==> config.mk <==
export PLATFORM = sky130hd
export DESIGN_NAME = tree_path_encoder
export DESIGN_NICKNAME = d
export VERILOG_FILES = /design/src/rtl/tree_path_encoder.sv
export SDC_FILE = /design/constraint.sdc
export NUM_CORES = 1
export LEC_CHECK = 0
export CELL_PAD_IN_SITES_DETAIL_PLACEMENT = 0
export CELL_PAD_IN_SITES_GLOBAL_PLACEMENT = 1
export CORE_MARGIN = 8
export CORE_UTILIZATION = 33
export CTS_CLUSTER_SIZE = 30
export DETAILED_ROUTE_END_ITERATION = 8
export PLACE_DENSITY_LB_ADDON = 0.08
export SLEW_MARGIN = 20
export SYNTH_ARGS = -nofsm -noshare
export SYNTH_HDL_FRONTEND = slang
export SYNTH_SLANG_ARGS = --single-unit
==> constraint.sdc <==
create_clock -name clk -period 2.3 [get_ports clk]
set_input_delay 0.345 -clock clk [delete_from_list [all_inputs] [get_ports clk]]
set_output_delay 0.345 -clock clk [all_outputs]
set_load 0.01 [all_outputs]
==> src/rtl/tree_path_encoder.sv <==
// tree_path_encoder
//   Serialises "write payload at node path P" requests into an OPEN / CLOSE /
//   DATA token stream. The currently open path is kept as a stack. Each request
//   emits only the difference between that stack and the requested path:
//   first the divergent levels are closed, then the new levels are opened,
//   and finally the payload is sent.
//
// Ports
//   clk, rst_n       clock and asynchronous active-low reset
//   req_valid/ready  request handshake (ready only while idle)
//   req_path         node id per level, level 0 at the LSBs, 0 = null node
//   req_data         payload for the deepest node of req_path
//   tok_valid/ready  token handshake
//   tok_kind         0=OPEN 1=CLOSE 2=DATA
//   tok_id           field id of the token's node
//   tok_data         payload on DATA tokens, 0 otherwise
//   cur_depth        number of currently open levels
//   flush            (only with TREE_ENC_FLUSH_EN) close every open level
//
// Build option
//   TREE_ENC_FLUSH_EN  adds the flush input. Without it, a request whose
//                      level-0 node is null has the same effect.
//
// state   | meaning
// --------+-------------------------------------------------------------
// S_IDLE  | waiting for a request; req_ready high unless flush is seen
// S_CLOSE | closing stack levels cur_depth-1 down to the common prefix
// S_OPEN  | opening requested levels from cur_depth up to rd-1
// S_DATA  | sending the payload token for the deepest requested node
module tree_path_encoder #(
  parameter int NUM_LEVELS = 2,
  parameter int NODE_W     = 2,
  parameter int ID_W       = 5,
  parameter int DATA_W     = 32,
  parameter int NUM_NODES  = 3,
  parameter logic [NUM_NODES*ID_W-1:0] FIELD_ID_TABLE = {5'd4, 5'd1, 5'd0},
  localparam int DEPTH_W   = $clog2(NUM_LEVELS + 1)
) (
  input  logic                         clk,
  input  logic                         rst_n,
`ifdef TREE_ENC_FLUSH_EN
  input  logic                         flush,
`endif
  input  logic                         req_valid,
  output logic                         req_ready,
  input  logic [NUM_LEVELS*NODE_W-1:0] req_path,
  input  logic [DATA_W-1:0]            req_data,
  output logic                         tok_valid,
  input  logic                         tok_ready,
  output logic [1:0]                   tok_kind,
  output logic [ID_W-1:0]              tok_id,
  output logic [DATA_W-1:0]            tok_data,
  output logic [DEPTH_W-1:0]           cur_depth
);

  localparam int LVL_W = (NUM_LEVELS > 1) ? $clog2(NUM_LEVELS) : 1;

  localparam logic [1:0] KIND_OPEN  = 2'd0;
  localparam logic [1:0] KIND_CLOSE = 2'd1;
  localparam logic [1:0] KIND_DATA  = 2'd2;

  typedef enum logic [1:0] {S_IDLE, S_CLOSE, S_OPEN, S_DATA} state_t;

  state_t state, state_nxt;

  logic [NODE_W-1:0]  req_node [NUM_LEVELS];
  logic [NODE_W-1:0]  stack    [NUM_LEVELS];
  logic [NODE_W-1:0]  lat_path [NUM_LEVELS];
  logic [DATA_W-1:0]  lat_data;
  logic [DEPTH_W-1:0] lat_rd;
  logic [DEPTH_W-1:0] lat_p;

  logic [DEPTH_W-1:0] req_rd, req_p, acc_rd, acc_p;
  logic               run_rd, run_p;
  logic               flush_req;
  logic               start;
  logic               tok_fire;
  logic [LVL_W-1:0]   close_idx, open_idx, data_idx;

  function automatic logic [ID_W-1:0] field_id(input logic [NODE_W-1:0] node);
    field_id = '0;
    for (int n = 0; n < NUM_NODES; n++) begin
      if (int'(node) == n) field_id = FIELD_ID_TABLE[n*ID_W +: ID_W];
    end
  endfunction

  for (genvar g = 0; g < NUM_LEVELS; g++) begin : g_split
    assign req_node[g] = req_path[g*NODE_W +: NODE_W];
  end

`ifdef TREE_ENC_FLUSH_EN
  assign flush_req = flush;
`else
  assign flush_req = 1'b0;
`endif

  // Request depth stops at the first null node; the common prefix stops at
  // the first level where the open stack and the request disagree.
  always_comb begin
    req_rd = '0;
    req_p  = '0;
    run_rd = 1'b1;
    run_p  = 1'b1;
    for (int i = 0; i < NUM_LEVELS; i++) begin
      if (run_rd && req_node[i] != '0) req_rd = DEPTH_W'(i + 1);
      else                             run_rd = 1'b0;
    end
    for (int i = 0; i < NUM_LEVELS; i++) begin
      if (run_p && i < int'(cur_depth) && i < int'(req_rd) && stack[i] == req_node[i])
        req_p = DEPTH_W'(i + 1);
      else
        run_p = 1'b0;
    end
  end

  // A flush behaves like an empty request with no shared prefix.
  assign acc_rd   = flush_req ? '0 : req_rd;
  assign acc_p    = flush_req ? '0 : req_p;
  assign start    = (state == S_IDLE) && (flush_req || req_valid);
  assign tok_fire = tok_valid && tok_ready;

  assign close_idx = LVL_W'(cur_depth - DEPTH_W'(1));
  assign open_idx  = LVL_W'(cur_depth);
  assign data_idx  = LVL_W'(lat_rd - DEPTH_W'(1));

  // State register
  always_ff @(posedge clk or negedge rst_n) begin
    if (!rst_n) state <= S_IDLE;
    else        state <= state_nxt;
  end

  // Next-state logic; empty phases are skipped without an idle cycle.
  always_comb begin
    state_nxt = state;
    case (state)
      S_IDLE: begin
        if (start) begin
          if (cur_depth > acc_p)   state_nxt = S_CLOSE;
          else if (acc_p < acc_rd) state_nxt = S_OPEN;
          else if (acc_rd != '0)   state_nxt = S_DATA;
          else                     state_nxt = S_IDLE;
        end
      end
      S_CLOSE: begin
        if (tok_fire && (cur_depth - DEPTH_W'(1)) == lat_p) begin
          if (lat_p < lat_rd)      state_nxt = S_OPEN;
          else if (lat_rd != '0)   state_nxt = S_DATA;
          else                     state_nxt = S_IDLE;
        end
      end
      S_OPEN: begin
        if (tok_fire && (cur_depth + DEPTH_W'(1)) == lat_rd) state_nxt = S_DATA;
      end
      S_DATA: begin
        if (tok_fire) state_nxt = S_IDLE;
      end
      default: state_nxt = S_IDLE;
    endcase
  end

  // Request latch, open-path stack and depth counter
  always_ff @(posedge clk or negedge rst_n) begin
    if (!rst_n) begin
      for (int i = 0; i < NUM_LEVELS; i++) begin
        stack[i]    <= '0;
        lat_path[i] <= '0;
      end
      lat_data  <= '0;
      lat_rd    <= '0;
      lat_p     <= '0;
      cur_depth <= '0;
    end else begin
      if (start) begin
        for (int i = 0; i < NUM_LEVELS; i++) lat_path[i] <= req_node[i];
        lat_data <= req_data;
        lat_rd   <= acc_rd;
        lat_p    <= acc_p;
      end
      if (state == S_CLOSE && tok_fire) cur_depth <= cur_depth - DEPTH_W'(1);
      if (state == S_OPEN && tok_fire) begin
        stack[open_idx] <= lat_path[open_idx];
        cur_depth       <= cur_depth + DEPTH_W'(1);
      end
    end
  end

  // Outputs depend only on registered state, so they hold under backpressure.
  always_comb begin
    req_ready = 1'b0;
    tok_valid = 1'b0;
    tok_kind  = KIND_OPEN;
    tok_id    = '0;
    tok_data  = '0;
    case (state)
      S_IDLE: begin
        req_ready = !flush_req;
      end
      S_CLOSE: begin
        tok_valid = 1'b1;
        tok_kind  = KIND_CLOSE;
        tok_id    = field_id(stack[close_idx]);
      end
      S_OPEN: begin
        tok_valid = 1'b1;
        tok_kind  = KIND_OPEN;
        tok_id    = field_id(lat_path[open_idx]);
      end
      S_DATA: begin
        tok_valid = 1'b1;
        tok_kind  = KIND_DATA;
        tok_id    = field_id(lat_path[data_idx]);
        tok_data  = lat_data;
      end
      default: ;
    endcase
  end

endmodule

==> out/metrics.yaml <==
power_and_ir_drop:
  power.leakage_uw: 0.001922
  power_uw: 4282
  power_density_mw_per_mm2: 1139
  irDropWorstVdd_mv: 0.3907
final_layout:
  utilization_pct: 49.15
  num_antenna_cells: 0
  syn_to_final_growth_pct: 46.04
  nets: 446
  n_fill_cell: 777
  drive_above_1_share_pct: 13.22
  stdcell_area_mm2: 0.003759
floorplan:
  coreArea_mm2: 0.007647
  die_y_um: 104.3
  dieArea_mm2: 0.01088
  num_rows: 32
  start_util_pct: 33.66
  die_x_um: 104.3
  ios: 83
detailed_routing:
  drtIter0Drc: 76
  post_drt_wl_per_cell_um: 14.76
  drt-total-wl_um: 7424
  highest_layer: "met4"
  wl_met2_um: 3415
  antenna_left: 0
  dr.pass1.iters: 4
  dr_total_vias: 2312
  vias_per_cell: 4.596
  met3WireLength_um: 507
  wl_met1_um: 3438
  drc: 0
logic_synthesis:
  syn-mean-instance-area_um2: 8.356
  ys_seq_area_share_pct: 46.67
  ys_ff_latch: 48
  synth_area_mm2: 0.002574
  netlist_instances: 308
  synth_flop_cell: "dfrtp_1"
  synth_cell_types: 39
  yosys_warnings: 0
  synth_edf_count: 0
  synth-async-reset-ratio_pct: 100.0
setup_path:
  path_class: "register to register"
  critPathRequiredTime_ns: 2.49
  crit_path_max_fanout: 5
  r2r_setup_slack_ns: 0.05
  reg2reg_depth: 10
  r2r-end: "state[1]"
  r2r-start: "stack[1]"
  cp-start-kind: "register"
  crit_arrival_ns: 2.44
  end_kind: "register"
cts:
  tritoncts: "built"
  cts_sinks: 48
  cts-root-buf: "clkbuf_8"
  cts-htree-levels: 2
  clk_pin_slew_worst_paths_ns: 0.10
  clockBufferDepth: 2
  cts_buffers: 5
  insertion_delay_ns: 0.30
global_routing:
  grt_antenna_before_repair: 0
  grt_max_degree: 44
  grt_use_total_pct: 13.85
  grt_pass1_vias: 2535
  gr-total-overflow: 0
  grt_pass1_wl_um: 12550
min_path:
  worstHoldPathType: "input pin to register"
  holdPathStages: 3
  hp-start: "req_path[2]"
  min_to: "lat_rd[0]"
flow_run:
  drv_cap: 0
timing:
  fin_crit_ns: 2.253
  hold_viol_final: 0
  rsz0062_at_grt: "yes"
  max_freq_mhz: 443.8
  fin_crit_sh_pct: 97.96
  slew_violations: 0
  totalNegativeSetupSlack_ns: 0
  clock_skew_ns: 0.005578
  finalSetupViolations: 0
place:
  portBuffers: 79
  hpwl_um: 5256
  place_congestion: 0.8303
  dpl-instance-area_mm2: 0.003575
status:
  status: "completed"
## stage by stage
stage	instances	setup WS [ns]	hold WS, ns
6_report	503	0.04692	0.4157
5_1_grt	503	-0.07883	0.4198
4_1_cts	503	0.008928	0.4776
3_5_place_dp	494	-0.3683	0.3341
3_3_place_gp	494	-0.2799	0.3233
2_1_floorplan	310	0.1240	0.04941
## worst max path at each step
stage                             from   endpoint  cells after the start
final                         stack[1]   state[1]                     10
after global routing          stack[1]   state[1]                     10
after CTS                 cur_depth[0]  tok_id[2]                      5
after detailed placement   req_path[0]   state[1]                     11
after global placement     req_path[0]   state[1]                     11
after floorplan           cur_depth[1]   state[1]                     10
## critical path, stage by stage, from the launching register on
cell	delay [ns]
dfrtp_2	0.45
xnor2_1	0.14
a31oi_1	0.12
nor4_2	0.35
nand2_2	0.16
ha_4	0.29
nor2b_1	0.12
o21ai_1	0.10
a22oi_1	0.19
o21ai_1	0.07
a21boi_2	0.15
## what timing repair did
| item | in CTS | in global routing |
|---|---|---|
| cloned | 0 | 0 |
| endpoints found under the setup margin | 3 | 4 |
| hold endpoints to repair | 6 | 0 |
| setup buffers | 0 | 0 |
| hold buffers | 1 | 0 |
| pin swaps | 0 | 6 |
| gates resized for setup | 3 | 15 |
## layout make-up
| cell class | count | area, um2 | share of cell area (%) |
|---|---|---|---|
| clock buffers | 5 | 68.82 | 1.831 |
| repair buffers | 104 | 1001 | 26.63 |
| flip-flops and latches | 48 | 1204 | 32.02 |
| inverters | 8 | 30.03 | 0.7989 |
| clock inverters | 3 | 42.54 | 1.132 |
| well taps | 102 | 127.6 | 3.395 |
| multi-input cells | 233 | 1285 | 34.19 |
## routing by layer
metal  vias to the layer above  GRT usage (%)
met1                      1065          17.59
met4                         0          3.309
met3                         5          4.957
met2                        62          21.77
li1                       1180              -
met5                         -              0
## logic make-up (layout without fill, tap and decap cells)
family	after synthesis	after routing	synth area share, %
AOI/OAI and AO/OA	29	29	6.612
adders and majority gates	6	6	2.917
muxes	3	3	1.750
xor gates and xnor gates	7	7	2.382
buffers and inverters	29	120	5.542
and+or+nand+nor	185	185	33.98
other	1	3	0.1457
DFF	48	48	46.67
## synthesized netlist by cell type (2+ instances only)
master	count	area share (%)
nand2_1	122	18
dfrtp_1	48	47
and3_1	32	7.8
o21ai_0	13	2.5
clkbuf_1	10	1.5
buf_4	8	2.3
inv_1	7	1.0
ha_1	6	2.9
nor2_1	6	0.87
nor3b_1	6	1.7
xnor2_1	6	2.0
a21oi_1	4	0.78
a31oi_1	4	0.97
buf_2	3	0.58
mux2_4	3	1.7
nor2b_1	3	0.73
nor3_1	3	0.58
and2_1	2	0.49
and3b_1	2	0.68
## power breakdown
group | internal [uW] | switching (uW)
Combinational | 1070 | 1090
Sequential | 1230 | 267
Clock | 322 | 296
Total | 2630 | 1660
## registers in the layout (all words and copies together) (netlist names)
signal     cells
cur_depth      2
state          2
stack          4
lat_path       4
lat_data      32
lat_p          2
lat_rd         2
## placed cells by master, fill, tap and decap left out, types with 3 or more instances in the layout
cell,instances
a21oi_1,4
a31oi_1,3
buf_4,23
conb_1,3
clkdlybuf4s50_1,73
o21ai_1,3
inv_1,7
nor3b_1,6
clkbuf_8,5
xnor2_1,5
nor3_1,3
dlymetal6s2s_1,5
dfrtp_1,46
ha_1,5
mux2_4,3
and3_1,32
nor2b_1,3
nand2_1,121
nor2_1,5
o21ai_0,10
Note: power is estimated with default switching activity, not from simulation.
